==> config.mk <==
export PLATFORM = sky130hd
export DESIGN_NAME = unireg_sched_flat
export DESIGN_NICKNAME = d
export VERILOG_FILES = /design/src/rtl/unireg_sched_if.sv /design/src/rtl/unireg_sched.sv /design/src/flat_wrapper.sv
export SDC_FILE = /design/constraint.sdc
export NUM_CORES = 1
export LEC_CHECK = 0
export CAP_MARGIN = 25
export CELL_PAD_IN_SITES_DETAIL_PLACEMENT = 1
export CELL_PAD_IN_SITES_GLOBAL_PLACEMENT = 2
export CORE_MARGIN = 8
export CORE_UTILIZATION = 26
export DETAILED_ROUTE_END_ITERATION = 8
export PLACE_DENSITY_LB_ADDON = 0.1
export SLEW_MARGIN = 20
export SYNTH_ARGS = -nofsm -noshare
export SYNTH_HDL_FRONTEND = slang
export SYNTH_SLANG_ARGS = --single-unit
==> constraint.sdc <==
create_clock -name clk -period 3.17 [get_ports clk]
set_clock_uncertainty 0.1 [all_clocks]
set_input_delay 0.4755 -clock clk [delete_from_list [all_inputs] [get_ports clk]]
set_output_delay 0.4755 -clock clk [all_outputs]
set_load 0.03 [all_outputs]
==> src/rtl/unireg_sched_if.sv <==
// unireg_sched_if: client handshakes plus universal-register control/observe bus
interface unireg_sched_if #(parameter int WIDTH = 4);
   localparam int CW = $clog2(WIDTH + 1);
   logic             req0_valid, req0_ready, req1_valid, req1_ready;
   logic [1:0]       req0_op, req1_op;
   logic [WIDTH-1:0] req0_data, req1_data;
   logic [CW-1:0]    req0_cnt, req1_cnt;
   logic [1:0]       sel;
   logic             lshift;
   logic [WIDTH-1:0] pload, qout, result;
   logic             done, done_id;
   modport master (
      output req0_valid, req0_op, req0_data, req0_cnt,
      output req1_valid, req1_op, req1_data, req1_cnt, qout,
      input  req0_ready, req1_ready, sel, lshift, pload, done, done_id, result
   );
   modport slave (
      input  req0_valid, req0_op, req0_data, req0_cnt,
      input  req1_valid, req1_op, req1_data, req1_cnt, qout,
      output req0_ready, req1_ready, sel, lshift, pload, done, done_id, result
   );
endinterface

==> src/rtl/unireg_sched.sv <==
// unireg_sched: two-requester sequencer for a universal register; UNIREG_SCHED_FIXPRI_EN selects fixed priority (req0 wins ties)
module unireg_sched #(parameter int WIDTH = 4) (
   input logic           clk,
   input logic           rst,
   unireg_sched_if.slave bus
);
   localparam int CW = $clog2(WIDTH + 1);
   typedef enum logic [1:0] {IDLE, EXEC, FIN} st_t;
   st_t              st, nst;
   logic [1:0]       op_q, op_w;
   logic [WIDTH-1:0] data_q, res_q;
   logic [CW-1:0]    cnt_q, k, eff, cnt_w;
   logic             id_q, g0, g1, gnt;
`ifdef UNIREG_SCHED_FIXPRI_EN
   assign g1 = bus.req1_valid & ~bus.req0_valid;
`else
   logic last;
   assign g1 = bus.req1_valid & (~bus.req0_valid | ~last);
   // remember the last granted requester so the other one wins the next tie
   always_ff @(posedge clk)
      if (rst) last <= 1'b1;
      else if (gnt) last <= g1;
`endif
   assign g0    = bus.req0_valid & ~g1;
   assign gnt   = (st == IDLE) & ~rst & (bus.req0_valid | bus.req1_valid);
   assign op_w  = g1 ? bus.req1_op : bus.req0_op;
   assign cnt_w = g1 ? bus.req1_cnt : bus.req0_cnt;
   assign eff   = (op_w == 2'd0 || op_w == 2'd3) ? CW'(1) : (cnt_w > CW'(WIDTH) ? CW'(WIDTH) : cnt_w);
   // state register
   always_ff @(posedge clk)
      if (rst) st <= IDLE;
      else st <= nst;
   // capture the winning command, count steps, keep the last result
   always_ff @(posedge clk) begin
      if (rst) begin
         op_q   <= '0;
         data_q <= '0;
         cnt_q  <= '0;
         id_q   <= 1'b0;
         k      <= '0;
         res_q  <= '0;
      end else begin
         if (gnt) begin
            op_q   <= op_w;
            data_q <= g1 ? bus.req1_data : bus.req0_data;
            cnt_q  <= eff;
            id_q   <= g1;
            k      <= '0;
         end else if (st == EXEC) k <= k + CW'(1);
         if (st == FIN) res_q <= bus.qout;
      end
   end
   // next-state logic
   always_comb
      nst = st == IDLE ? (gnt ? (eff == '0 ? FIN : EXEC) : IDLE) :
            st == EXEC ? (k == cnt_q - CW'(1) ? FIN : EXEC) : IDLE;
   // register controls, grants and completion report
   always_comb begin
      bus.req0_ready = gnt & g0;
      bus.req1_ready = gnt & g1;
      bus.sel        = st != EXEC ? 2'd3 : op_q == 2'd0 ? 2'd1 : op_q == 2'd3 ? 2'd2 : 2'd0;
      bus.lshift     = st != EXEC ? 1'b0 :
                       op_q == 2'd1 ? 1'(data_q >> (cnt_q - CW'(1) - k)) :
                       op_q == 2'd2 ? bus.qout[WIDTH-1] : 1'b0;
      bus.pload      = (st == EXEC && op_q == 2'd0) ? data_q : '0;
      bus.done       = st == FIN;
      bus.done_id    = (st == FIN) & id_q;
      bus.result     = st == FIN ? bus.qout : res_q;
   end
endmodule
==> src/flat_wrapper.sv <==
// flat-port wrapper written by rule: the top's interface ports become plain ports
module unireg_sched_flat 
#(parameter int WIDTH = 4)
  (clk, rst, bus_req0_valid, bus_req0_op, bus_req0_data, bus_req0_cnt, bus_req1_valid, bus_req1_op, bus_req1_data, bus_req1_cnt, bus_qout, bus_req0_ready, bus_req1_ready, bus_sel, bus_lshift, bus_pload, bus_done, bus_done_id, bus_result);
  unireg_sched_if #(.WIDTH(WIDTH)) bus_i ();
  input logic clk;
  input logic rst;
  input wire logic [$bits(bus_i.req0_valid)-1:0] bus_req0_valid;
  input wire logic [$bits(bus_i.req0_op)-1:0] bus_req0_op;
  input wire logic [$bits(bus_i.req0_data)-1:0] bus_req0_data;
  input wire logic [$bits(bus_i.req0_cnt)-1:0] bus_req0_cnt;
  input wire logic [$bits(bus_i.req1_valid)-1:0] bus_req1_valid;
  input wire logic [$bits(bus_i.req1_op)-1:0] bus_req1_op;
  input wire logic [$bits(bus_i.req1_data)-1:0] bus_req1_data;
  input wire logic [$bits(bus_i.req1_cnt)-1:0] bus_req1_cnt;
  input wire logic [$bits(bus_i.qout)-1:0] bus_qout;
  output wire logic [$bits(bus_i.req0_ready)-1:0] bus_req0_ready;
  output wire logic [$bits(bus_i.req1_ready)-1:0] bus_req1_ready;
  output wire logic [$bits(bus_i.sel)-1:0] bus_sel;
  output wire logic [$bits(bus_i.lshift)-1:0] bus_lshift;
  output wire logic [$bits(bus_i.pload)-1:0] bus_pload;
  output wire logic [$bits(bus_i.done)-1:0] bus_done;
  output wire logic [$bits(bus_i.done_id)-1:0] bus_done_id;
  output wire logic [$bits(bus_i.result)-1:0] bus_result;
  assign bus_i.req0_valid = bus_req0_valid;
  assign bus_i.req0_op = bus_req0_op;
  assign bus_i.req0_data = bus_req0_data;
  assign bus_i.req0_cnt = bus_req0_cnt;
  assign bus_i.req1_valid = bus_req1_valid;
  assign bus_i.req1_op = bus_req1_op;
  assign bus_i.req1_data = bus_req1_data;
  assign bus_i.req1_cnt = bus_req1_cnt;
  assign bus_i.qout = bus_qout;
  assign bus_req0_ready = bus_i.req0_ready;
  assign bus_req1_ready = bus_i.req1_ready;
  assign bus_sel = bus_i.sel;
  assign bus_lshift = bus_i.lshift;
  assign bus_pload = bus_i.pload;
  assign bus_done = bus_i.done;
  assign bus_done_id = bus_i.done_id;
  assign bus_result = bus_i.result;
  unireg_sched #(.WIDTH(WIDTH)) u_core (.clk(clk), .rst(rst), .bus(bus_i));
endmodule
; ---- Yosys cells after proc, flatten, opt, wreduce, memory -nomap -nowiden
; Cells that the tools add are included.
[totals]
input_bits = 26
output_inout_bits = 15
mem_bits_rw = 0
elab_cells = 59
latch_bits = 0
regBits = 20
n_memories = 0
romBits = 0
[classes]
n_reduce_logical = 7
n_lt_le_gt_ge = 1
bitwise = 13
div_mod_pow = 0
mul = 0
eq_ne = 8
add_sub_neg = 3
mux = 18
shift = 1
[ops]
columns = operator, count
row1 = 2-to-1 mux 2 bit, 9
row2 = 2-to-1 mux 4 bit, 3
row3 = 2-to-1 mux 3 bit, 3
row4 = equality test 2 bit (second input constant), 4
row5 = AND 1 bit, 7
row6 = logical NOT 2 bit, 3
row7 = equality test 2 x 1 -> 1 bit (second input constant), 2
row8 = inverter 1 bit, 4
row9 = >> shifter 4 x 3 -> 1 bit, 1
row10 = adder 3 x 1 -> 3 bit (second input constant), 1
row11 = equality test 3 bit, 1
row12 = greater-than comparator 3 bit (second input constant), 1
row13 = logical NOT 3 bit, 1
row14 = 2-to-1 mux 1 bit, 3
row15 = subtractor 3 x 1 -> 3 bit (second input constant), 1
row16 = subtractor 3 bit, 1
row17 = != test 2 x 1 -> 1 bit (second input constant), 1
row18 = OR 1 bit, 2
row19 = OR reduction 2 bit, 1
row20 = logical AND 1 bit, 1
row21 = logical OR 1 bit, 1

; ---- Longest topological paths before layout
; Gate-level depths: netlist of the first run.
[logic_depth]
depth_word = 11
depth_mapped = 6
depth_no_buf = 6

; ---- Least setup slack after synthesis of the first run
; No wires, ideal clock.
[synth_path]
path_type = register to output
from = register u_core.cnt_q[0]
to = output bus_lshift
n_path_buf = 0
setup_slack_ps = 507
required_time_ps = 2594
stages_incl_launch_ff = 7
arrival_ps = 2087
cell_sequence = dfxtp_1 > inv_1 > ha_1 > fa_1 > mux4_2 > nand4b_1 > a21oi_1
[synth_between]
elab_chain_len = 5
[synth_lines]
columns = item, line_no
row1 = from (decl), unireg_sched.sv:12  ; logic [CW-1:0] cnt_q, k, eff, cnt_w;
row2 = from (signal assigned), unireg_sched.sv:38  ; cnt_q <= '0;
row3 = from (signal assigned), unireg_sched.sv:46  ; cnt_q <= eff;
row4 = subtractor 3 x 1 -> 3 bit, unireg_sched.sv:63  ; op_q == 2'd1 ? 1'(data_q >> (cnt_q - CW'(1) - k)) :
row5 = subtractor 3 bit, unireg_sched.sv:63
row6 = >> shifter 4 x 3 -> 1 bit, unireg_sched.sv:63
row7 = 2-to-1 mux 1 bit, unireg_sched.sv:63
row8 = 2-to-1 mux 1 bit, unireg_sched.sv:62  ; bus.lshift = st != EXEC ? 1'b0 :
row9 = to (decl), flat_wrapper.sv:20  ; output wire logic [$bits(bus_i.lshift)-1:0] bus_lshift;
; No other way between the ends.

; ---- Final worst setup path of the first run
; Ends and elaborated chain as after synthesis.

==> results of run 1 <==
layer usage:
layer	track usage, %	vias to the layer above
met2	20.3	19
met1	11.7	491
li1	-	502
met5	0	-
met3	3.14	2
met4	1.03	0
cell usage after synthesis, drive strengths merged, types with 2 or more instances:
cell,instances
nor3,5
a31o,7
inv,5
dfxtp,20
mux2,4
clkbuf,3
nor2,12
nand2b,2
ha,4
xnor2,2
and2,10
a21oi,4
nand3,2
mux2i,6
nor2b,3
o21ai,2
buf,4
xor2,3
nand2,3
what timing repair did:
item,4_1_cts,5_1_grt
pin swaps,0,0
setup endpoints to repair,1,1
gates resized for setup,3,2
stage by stage:
step	std cells	hold slack (ns)	worst slack [ns]	cell area, um^2	total power [mW]
6_report	210	0.378	0.189	1620	0.798
5_1_grt	210	0.407	0.0482	1620	0.863
4_1_cts	210	0.386	0.0447	1630	0.815
3_5_place_dp	207	0.369	0.0303	1590	0.643
3_3_place_gp	207	0.359	0.0440	1590	0.634
2_1_floorplan	119	0.339	0.507	1160	0.533
kinds of logic after synthesis:
| group | Yosys count | share of synthesized area, % |
|---|---|---|
| compound gates | 22 | 15.1 |
| mux | 11 | 11.0 |
| fa+ha+maj | 5 | 6.05 |
| buf+inv | 12 | 6.26 |
| simple gates | 43 | 21.3 |
| flops | 20 | 34.6 |
| xor+xnor | 6 | 5.72 |
final timing paths:
kind              startpoint  depth (start not counted)           end  slack [ns]
max reg2reg      u_core.last                          5  u_core.st[0]        1.38
max          u_core.cnt_q[0]                          7    bus_lshift        0.19
min              u_core.last                          1   u_core.last        0.38
min reg2reg      u_core.last                          1   u_core.last        0.38
state kept, by name, indices dropped and copies added, names as in the netlist:
| signal | cells |
|---|---|
| u_core.last | 1 |
| u_core.k | 3 |
| u_core.data_q | 4 |
| u_core.st | 2 |
| u_core.op_q | 2 |
| u_core.cnt_q | 3 |
| u_core.id_q | 1 |
| u_core.res_q | 4 |
worst max-delay path, stage by stage, from the launching register on:
cell      delay [ns]
dfxtp_1         0.33
inv_1           0.06
ha_1            0.32
fa_1            0.59
mux4_2          0.50
nand4b_1        0.11
a21oi_1         0.07
buf_2           0.18
layout make-up:
type / instances / area, um^2
inverters: 5 / 18.8
multi-input cells: 87 / 686
flip-flops and latches: 20 / 400
clock buffers: 3 / 41.3
fillers: 505 / 2700
repair buffers: 43 / 413
well taps: 52 / 65.1
power groups by stage:
stage / clock, mW / combinational, mW / sequential, mW
2_1_floorplan: 0 / 0.219 / 0.313
3_3_place_gp: 0 / 0.312 / 0.322
3_5_place_dp: 0 / 0.319 / 0.324
4_1_cts: 0.175 / 0.322 / 0.319
5_1_grt: 0.187 / 0.350 / 0.325
6_report: 0.167 / 0.313 / 0.318
==> results.txt, run 1 <==
DR WL met2: 1800 um
Core area: 4320 um^2
VDD IR max: 0.233 mV
Commonest cells after routing, fill and taps aside: clkdlybuf4s50_1, dfxtp_1, nor2_1, and2_1, a31o_1
Area Overhead vs Synth: 40.2%
Layout Utilization: 37.6%
Most used DFF post-synth: dfxtp_1
P_int: 0.527 mW
Total Die Area: 6850 um^2
Top routing layer in use: met4
First-pass DRT Iterations: 4
Sink Count: 20
Row cnt: 24
Sw Ratio: 34.0%
Top cell type by total area after synthesis: dfxtp_1
Final worst-path cycle share: 94.0%
Seq/Total Area, Yosys: 34.6%
RePlAce Congestion: 0.744
Vias per inst: 4.83
RSZ-0062 raised after global routing: false
Starting density of the core: 26.8%
Tmin final: 2.98 ns
Crit path arrival time: 2.41 ns
P_leak: 0.636 nW
Post-DP HPWL: 2730 um
Pwr Density: 491 nW/um^2
Largest net degree at the start of global routing: 18
Worst slew pin tran: 0.562 ns
Finish-stage setup viols: 0
Fin Setup TNS: 0 ns
GRT Util Overall: 10.7%
Worst-Skew Late Latency: 0.26 ns
Crit path required time: 2.59 ns
Drt total wl: 3360 um
CTS buffer count: 3
Clock slew at reported path FFs: 0.07 ns
Die width: 82.8 um
Die Span Y: 82.8 um
Synth top area share: 34.6%
CTS tree: built
Sequential power share: 39.9%
#FFs+latches synth: 20
Net switching power figure: 0.271 mW
Post-Route M1 WL: 1420 um
Final hold viol count: 0
Yosys warnings: 0
Syn_area_per_cell: 9.74 um^2
Top post-synthesis cells by area: dfxtp_1, and2_1, a31o_1
Distinct cells, synth: 39
Clock Path Buffers: 2
Met3 wire length: 136 um
Htree depth: 1
First-pass GRT wire length: 5700 um
# port buffers: 40
Number of synthesized flops with an enable pin: 0
Vias in the first global route: 1,190
Critical path peak fanout: 2
Net Count, Synth: 150
Antenna Cells: 0
Fmax: 336 MHz
Final slew viol count: 0
CP Class: reg -> out
Mapped cell area: 1160 um^2
Via count: 1,014
Nets: 191
Fraction of layout cells with a size suffix above 1: 12.0%
IO Count: 41
Residual DRC: 0
Detail Route Antenna Nets: 0
Drt wl/cell: 16.0 um
Post-synth ARST share: 0%
Initial DRC count: 36
Antenna violations before repair: 0
Setup repair bufs after CTS: 0
Total of max-cap violations: 0
Outcome: completed
Gate power share: 39.2%
Most common cell after layout, fill and taps aside: clkdlybuf4s50_1
Worst min path class: reg -> reg
Slew margin rel.: 62.5%
Synthesized instance count: 119
Post-CTS Hold Buffers: 0
Clock share of power: 20.9%
Grt ovf: 0
Critical path capture point type: output port
CTS root buffer: clkbuf_8
Worst Setup Start Kind: register
Note: power is estimated with default switching activity, not from simulation.
==> inputs of run 2 (changes only) <==
CORE_MARGIN = 1   (was 8)
==> run 2 against run 1 <==
Effect of this change: critical path depth did not move; critical path type unchanged; global-route usage rose by 4.5 points; combinational power about the same; sequential cell count is the same; cell count decreased by 0.95%.
==> results.txt, run 2 (synthesis gave the netlist of run 1 again) <==
Antenna Cells: 0 (unchanged)
Nets: 191 (unchanged)
Top routing layer in use: met4
Commonest cells after routing, fill and taps aside: clkdlybuf4s50_1, dfxtp_1, nor2_1, and2_1, a31o_1
Area Overhead vs Synth: 40.0%
Largest registers: u_core.data_q (4), u_core.res_q (4)
Vias in the first global route: 1,062 (-11%)
Slew margin rel.: 64.0% (+1.5 points)
Most common cell after layout, fill and taps aside: clkdlybuf4s50_1
Antenna violations before repair: 0 (unchanged)
Outcome: completed
Fin Setup TNS: 0 ns (unchanged)
Largest net degree at the start of global routing: 18 (unchanged)
Sink Count: 20 (unchanged)
First-pass GRT wire length: 5080 um (-11%)
Fillcell total: 489 (-3.2%)
Critical path peak fanout: 2 (unchanged)
Residual DRC: 0 (unchanged)
Final slew viol count: 0 (unchanged)
# port buffers: 40 (unchanged)
Drt wl/cell: 15.3 um (-4.3%)
Sequential power share: 39.8% (about the same)
Drt total wl: 3180 um (-5.2%)
Worst Setup Start Kind: register
CP Class: reg -> out
Die Span Y: 68.8 um (-17%)
Crit path required time: 2.59 ns (about the same)
RSZ-0062 raised after global routing: false
RePlAce Congestion: 0.747 (+0.34%)
Post-DP HPWL: 2530 um (-7.1%)
Finish-stage setup viols: 0 (unchanged)
CTS tree: built
Placed Cells: 205 (-0.97%)
Die width: 68.8 um (-17%)
DR WL met2: 1690 um (-6.1%)
Met3 wire length: 91 um (-33%)
Vias per inst: 4.91 (+1.7%)
Crit path arrival time: 2.44 ns (+0.03 ns)
Pwr Density: 493 nW/um^2 (+0.27%)
Grt ovf: 0 (unchanged)
Total Die Area: 4730 um^2 (-31%)
Reg2Reg Setup Slack: 1.54 ns (+0.16 ns)
Clock slew at reported path FFs: 0.07 ns (about the same)
Worst min path class: reg -> reg
Final cell count without fillers: 208 (-0.95%)
Clock Path Buffers: 2 (unchanged)
Total of max-cap violations: 0 (unchanged)
CTS buffer count: 3 (unchanged)
Final worst-path cycle share: 95.1% (+1.1 points)
Initial DRC count: 24 (-33%)
Clock share of power: 20.7% (-0.2 points)
Worst slew pin tran: 0.539 ns (-0.0227 ns)
Post-Route M1 WL: 1390 um (-2.0%)
Tmin final: 3.01 ns (+0.0343 ns)
Core area: 4140 um^2 (-4.2%)
Fmax: 332 MHz (-1.1%)
Starting density of the core: 28.0% (+1.2 points)
Net switching power figure: 0.273 mW (+0.54%)
Sw Ratio: 34.1% (+0.14 points)
Detail Route Antenna Nets: 0 (unchanged)
Worst-Skew Late Latency: 0.25 ns (about the same)
VDD IR max: 0.234 mV (+0.27%)
Row cnt: 23 (-4.2%)
Htree depth: 1 (unchanged)
CTS root buffer: clkbuf_8
P_leak: 0.636 nW (unchanged)
IO Count: 41 (unchanged)
Final hold viol count: 0 (unchanged)
Via count: 1,021 (+0.69%)
GRT Util Overall: 15.2% (+4.5 points)
Critical path capture point type: output port
Overall power: 0.799 mW (+0.12%)
Fraction of layout cells with a size suffix above 1: 12.0% (unchanged)
P_int: 0.526 mW (about the same)
Gate power share: 39.5% (+0.3 points)
First-pass DRT Iterations: 4 (unchanged)
Post-CTS Hold Buffers: 0 (unchanged)
## run 2: cell counts in the layout (fill, tap and decap cells not counted)
Identical to the previous run, type by type.
## run 2: what timing repair did
action / in CTS / in global routing
setup buffers: 0 / 0
setup endpoints to repair: 1 / 1
gates resized for setup: 3 / 2
gates cloned: 0 / 0
## run 2: final timing paths
path,end,startpoint,cells past startpoint
setup reg to reg,u_core.res_q[1],u_core.st[1],3
hold reg to reg,u_core.last,u_core.last,1
hold / removal,u_core.last,u_core.last,1
setup / recovery,bus_lshift,u_core.cnt_q[0],7
## run 2: worst max-delay path: stages, from the launching register on
cell	delay (ns)
dfxtp_1	0.34
inv_1	0.06
ha_1	0.33
fa_1	0.58
mux4_2	0.50
nand4b_1	0.12
a21oi_1	0.07
buf_2	0.18
## run 2: routing by layer
layer / global-route usage [%] / vias to the layer above
li1: - / 504
met1: 17.3 / 498
met3: 3.95 / 2
met4: 3.06 / 0
met5: 0 / -
met2: 28.4 / 17
## run 2: power groups by stage
stage	Sequential, mW	Combinational, mW	Clock [mW]
final	0.318	0.315	0.166
after global routing	0.324	0.349	0.185
after CTS	0.320	0.321	0.175
after detailed placement	0.325	0.317	0
after global placement	0.323	0.311	0
after floorplan	0.313	0.219	0
## run 2: metrics by stage
step / area, um^2 / utilization (%) / hold WS, ns / setup WS, ns
2_1_floorplan: 1160 / - / 0.339 / 0.507
3_3_place_gp: 1590 / 38.3 / 0.353 / 0.0434
3_5_place_dp: 1590 / 38.3 / 0.363 / 0.0220
4_1_cts: 1630 / 39.3 / 0.380 / 0.0257
5_1_grt: 1620 / 39.1 / 0.410 / 0.0203
6_report: 1620 / 39.1 / 0.370 / 0.155
## run 2: area by class of cell
class                   instances  area, um^2  area share (%)
well taps                      50        62.6            3.86
flip-flops and latches         20         400            24.7
clock buffers                   3        41.3            2.55
repair buffers                 43         413            25.5
multi-input cells              87         686            42.3
inverters                       5        18.8            1.16
==> inputs of run 3 (changes only) <==
CORE_UTILIZATION = 36   (was 26)
DONT_BUFFER_PORTS = 1   (was default)
PLACE_DENSITY = 0.79   (was default)
PLACE_DENSITY_LB_ADDON = default   (was 0.1)
==> run 3 against run 2 <==
Effect of this change: cell area is 24% lower; power is 8.9% lower; via count is 12% lower; critical endpoint unchanged; register-to-register slack hardly changed.
==> results.txt, run 3 (synthesis gave the netlist of run 1 again) <==
Post-Place Cell Area: 1190 um^2 (-25%)
Worst min path class: in -> reg
Row cnt: 20 (-13%)
CP Class: reg -> out
Htree depth: 1 (unchanged)
Setup ws final: 0.181 ns (+0.0261 ns)
Post-DP HPWL: 2040 um (-19%)
VDD IR max: 0.238 mV (+1.7%)
Clock Path Buffers: 2 (unchanged)
Critical R2R Capture: u_core.res_q[2]
Largest registers: u_core.data_q (4), u_core.res_q (4)
Antenna violations before repair: 0 (unchanged)
IO Count: 41 (unchanged)
RSZ-0062 raised after global routing: false
First-pass DRT Iterations: 4 (unchanged)
Fmax: 335 MHz (+0.87%)
P_leak: 0.486 nW (-24%)
Cts repair resizes: 0 (-3)
Detail Route Antenna Nets: 0 (unchanged)
Worst hold path stage count: 1 (unchanged)
FF-to-FF Start: u_core.st[1]
CTS root buffer: clkbuf_4
Pwr Density: 588 nW/um^2 (+19%)
FF/Latch Area: 400 um^2 (unchanged)
Total of max-cap violations: 0 (unchanged)
Drt total wl: 2720 um (-15%)
Fin Setup TNS: 0 ns (unchanged)
Total Die Area: 3450 um^2 (-27%)
Worst Setup Start Kind: register
Nets: 152 (-20%)
Critical-path top delay cell: fa_1
Fraction of layout cells with a size suffix above 1: 15.8% (+3.8 points)
Hold Crit Endpoint: u_core.k[2]
Residual DRC: 0 (unchanged)
Grt ovf: 0 (unchanged)
Max stage delay on crit path: 0.57 ns (about the same)
Via count: 897 (-12%)
GRT Util Overall: 17.3% (+2.1 points)
Min-delay src: rst
Final worst-path cycle share: 94.3% (-0.82 points)
Worst slew pin tran: 0.944 ns (+0.405 ns)
Vias per inst: 5.47 (+11%)
Crit path required time: 2.59 ns (about the same)
Fillcell total: 366 (-25%)
Critical path peak fanout: 2 (unchanged)
Worst hold slack: 0.127 ns (-0.243 ns)
Antenna Cells: 0 (unchanged)
Sink Count: 20 (unchanged)
Final slew viol count: 0 (unchanged)
Drt wl/cell: 16.6 um (+8.3%)
Worst-path cell chain: inv_1, ha_4, fa_1, mux4_2, nand4b_1, a21oi_1, buf_4
Critical path capture point type: output port
Setup repair bufs after CTS: 0 (unchanged)
Core area: 3050 um^2 (-26%)
First-pass GRT wire length: 4540 um (-11%)
Initial DRC count: 15 (-38%)
Finish-stage setup viols: 0 (unchanged)
Die Span Y: 58.7 um (-15%)
Multi-input logic area: 698 um^2 (+1.8%)
Tmin final: 2.99 ns (-0.0261 ns)
Die width: 58.7 um (-15%)
Most common cell after layout, fill and taps aside: dfxtp_1
RePlAce Congestion: 0.800 (+7.1%)
Reg2Reg Setup Slack: 1.55 ns (about the same)
Dpl ws: 0.451 ns (+0.429 ns)
Vias in the first global route: 974 (-8.3%)
R2R cell count: 4 (+1)
Clock slew at reported path FFs: 0.12 ns (+0.05 ns)
Outcome: completed
CTS buffer count: 3 (unchanged)
Area Overhead vs Synth: 6.91%
Starting density of the core: 38.0% (+10 points)
Largest net degree at the start of global routing: 18 (unchanged)
Slew margin rel.: 36.4% (-28 points)
Final Cell Area: 1240 um^2 (-24%)
Commonest cells after routing, fill and taps aside: dfxtp_1, nor2_1, and2_1, a31o_1, mux2i_1
CTS tree: built
Post-CTS Hold Buffers: 0 (unchanged)
Crit path arrival time: 2.41 ns (-0.03 ns)
Final hold viol count: 0 (unchanged)
# port buffers: 0 (-100%)
Worst-Skew Late Latency: 0.31 ns (+0.06 ns)
==> run 3: cell count changes in the layout (fill, tap and decap cells not counted), sizes merged <==
cell           previous run  this run
clkdlybuf4s50            37         0
buf                       6         4
clkbuf                    3         4
==> run 3: worst max-delay path, delay by kind of cell, from the launching register on <==
family	cells	cell delay, ns
AOI/OAI and AO/OA	1	0.07
DFF	1	0.35
buffers and inverters	2	0.25
and+or+nand+nor	1	0.11
muxes	1	0.50
adders and majority gates	2	0.82
==> run 3: how the worst max path moves through the flow <==
stage                               start         end  slack [ns]  cells past startpoint
after floorplan           u_core.cnt_q[0]  bus_lshift        0.51                      6
after global placement    u_core.cnt_q[0]  bus_lshift        0.49                      7
after detailed placement  u_core.cnt_q[0]  bus_lshift        0.45                      7
after CTS                 u_core.cnt_q[0]  bus_lshift        0.09                      7
after global routing      u_core.cnt_q[0]  bus_lshift        0.07                      7
final                     u_core.cnt_q[0]  bus_lshift        0.18                      7
==> run 3: layer usage <==
metal	GRT usage, %	wire length (um)	vias to the layer above
met2	29.9	1370	25
met5	0	0	-
met1	21.8	1190	437
li1	-	-	428
met3	2.42	109	7
met4	6.46	45	0
==> run 3: metrics by stage <==
| stage | instances | power [mW] | utilization (%) |
|---|---|---|---|
| after floorplan | 119 | 0.533 | - |
| after global placement | 160 | 0.564 | 39.0 |
| after detailed placement | 160 | 0.573 | 39.0 |
| after CTS | 164 | 0.723 | 40.2 |
| after global routing | 164 | 0.776 | 40.6 |
| final | 164 | 0.728 | 40.6 |
==> run 3: layout make-up <==
type | instances | area share, %
well taps | 44 | 4.44
flip-flops and latches | 20 | 32.3
repair buffers | 4 | 2.42
inverters | 5 | 1.52
clock buffers | 4 | 2.93
multi-input cells | 87 | 56.4
==> run 3: power by group <==
group	internal [mW]	switching, mW	leakage, nW
sequential	0.287	0.0320	0.164
combinational	0.109	0.146	0.301
clock	0.0702	0.0844	0.0210
total	0.466	0.262	0.486
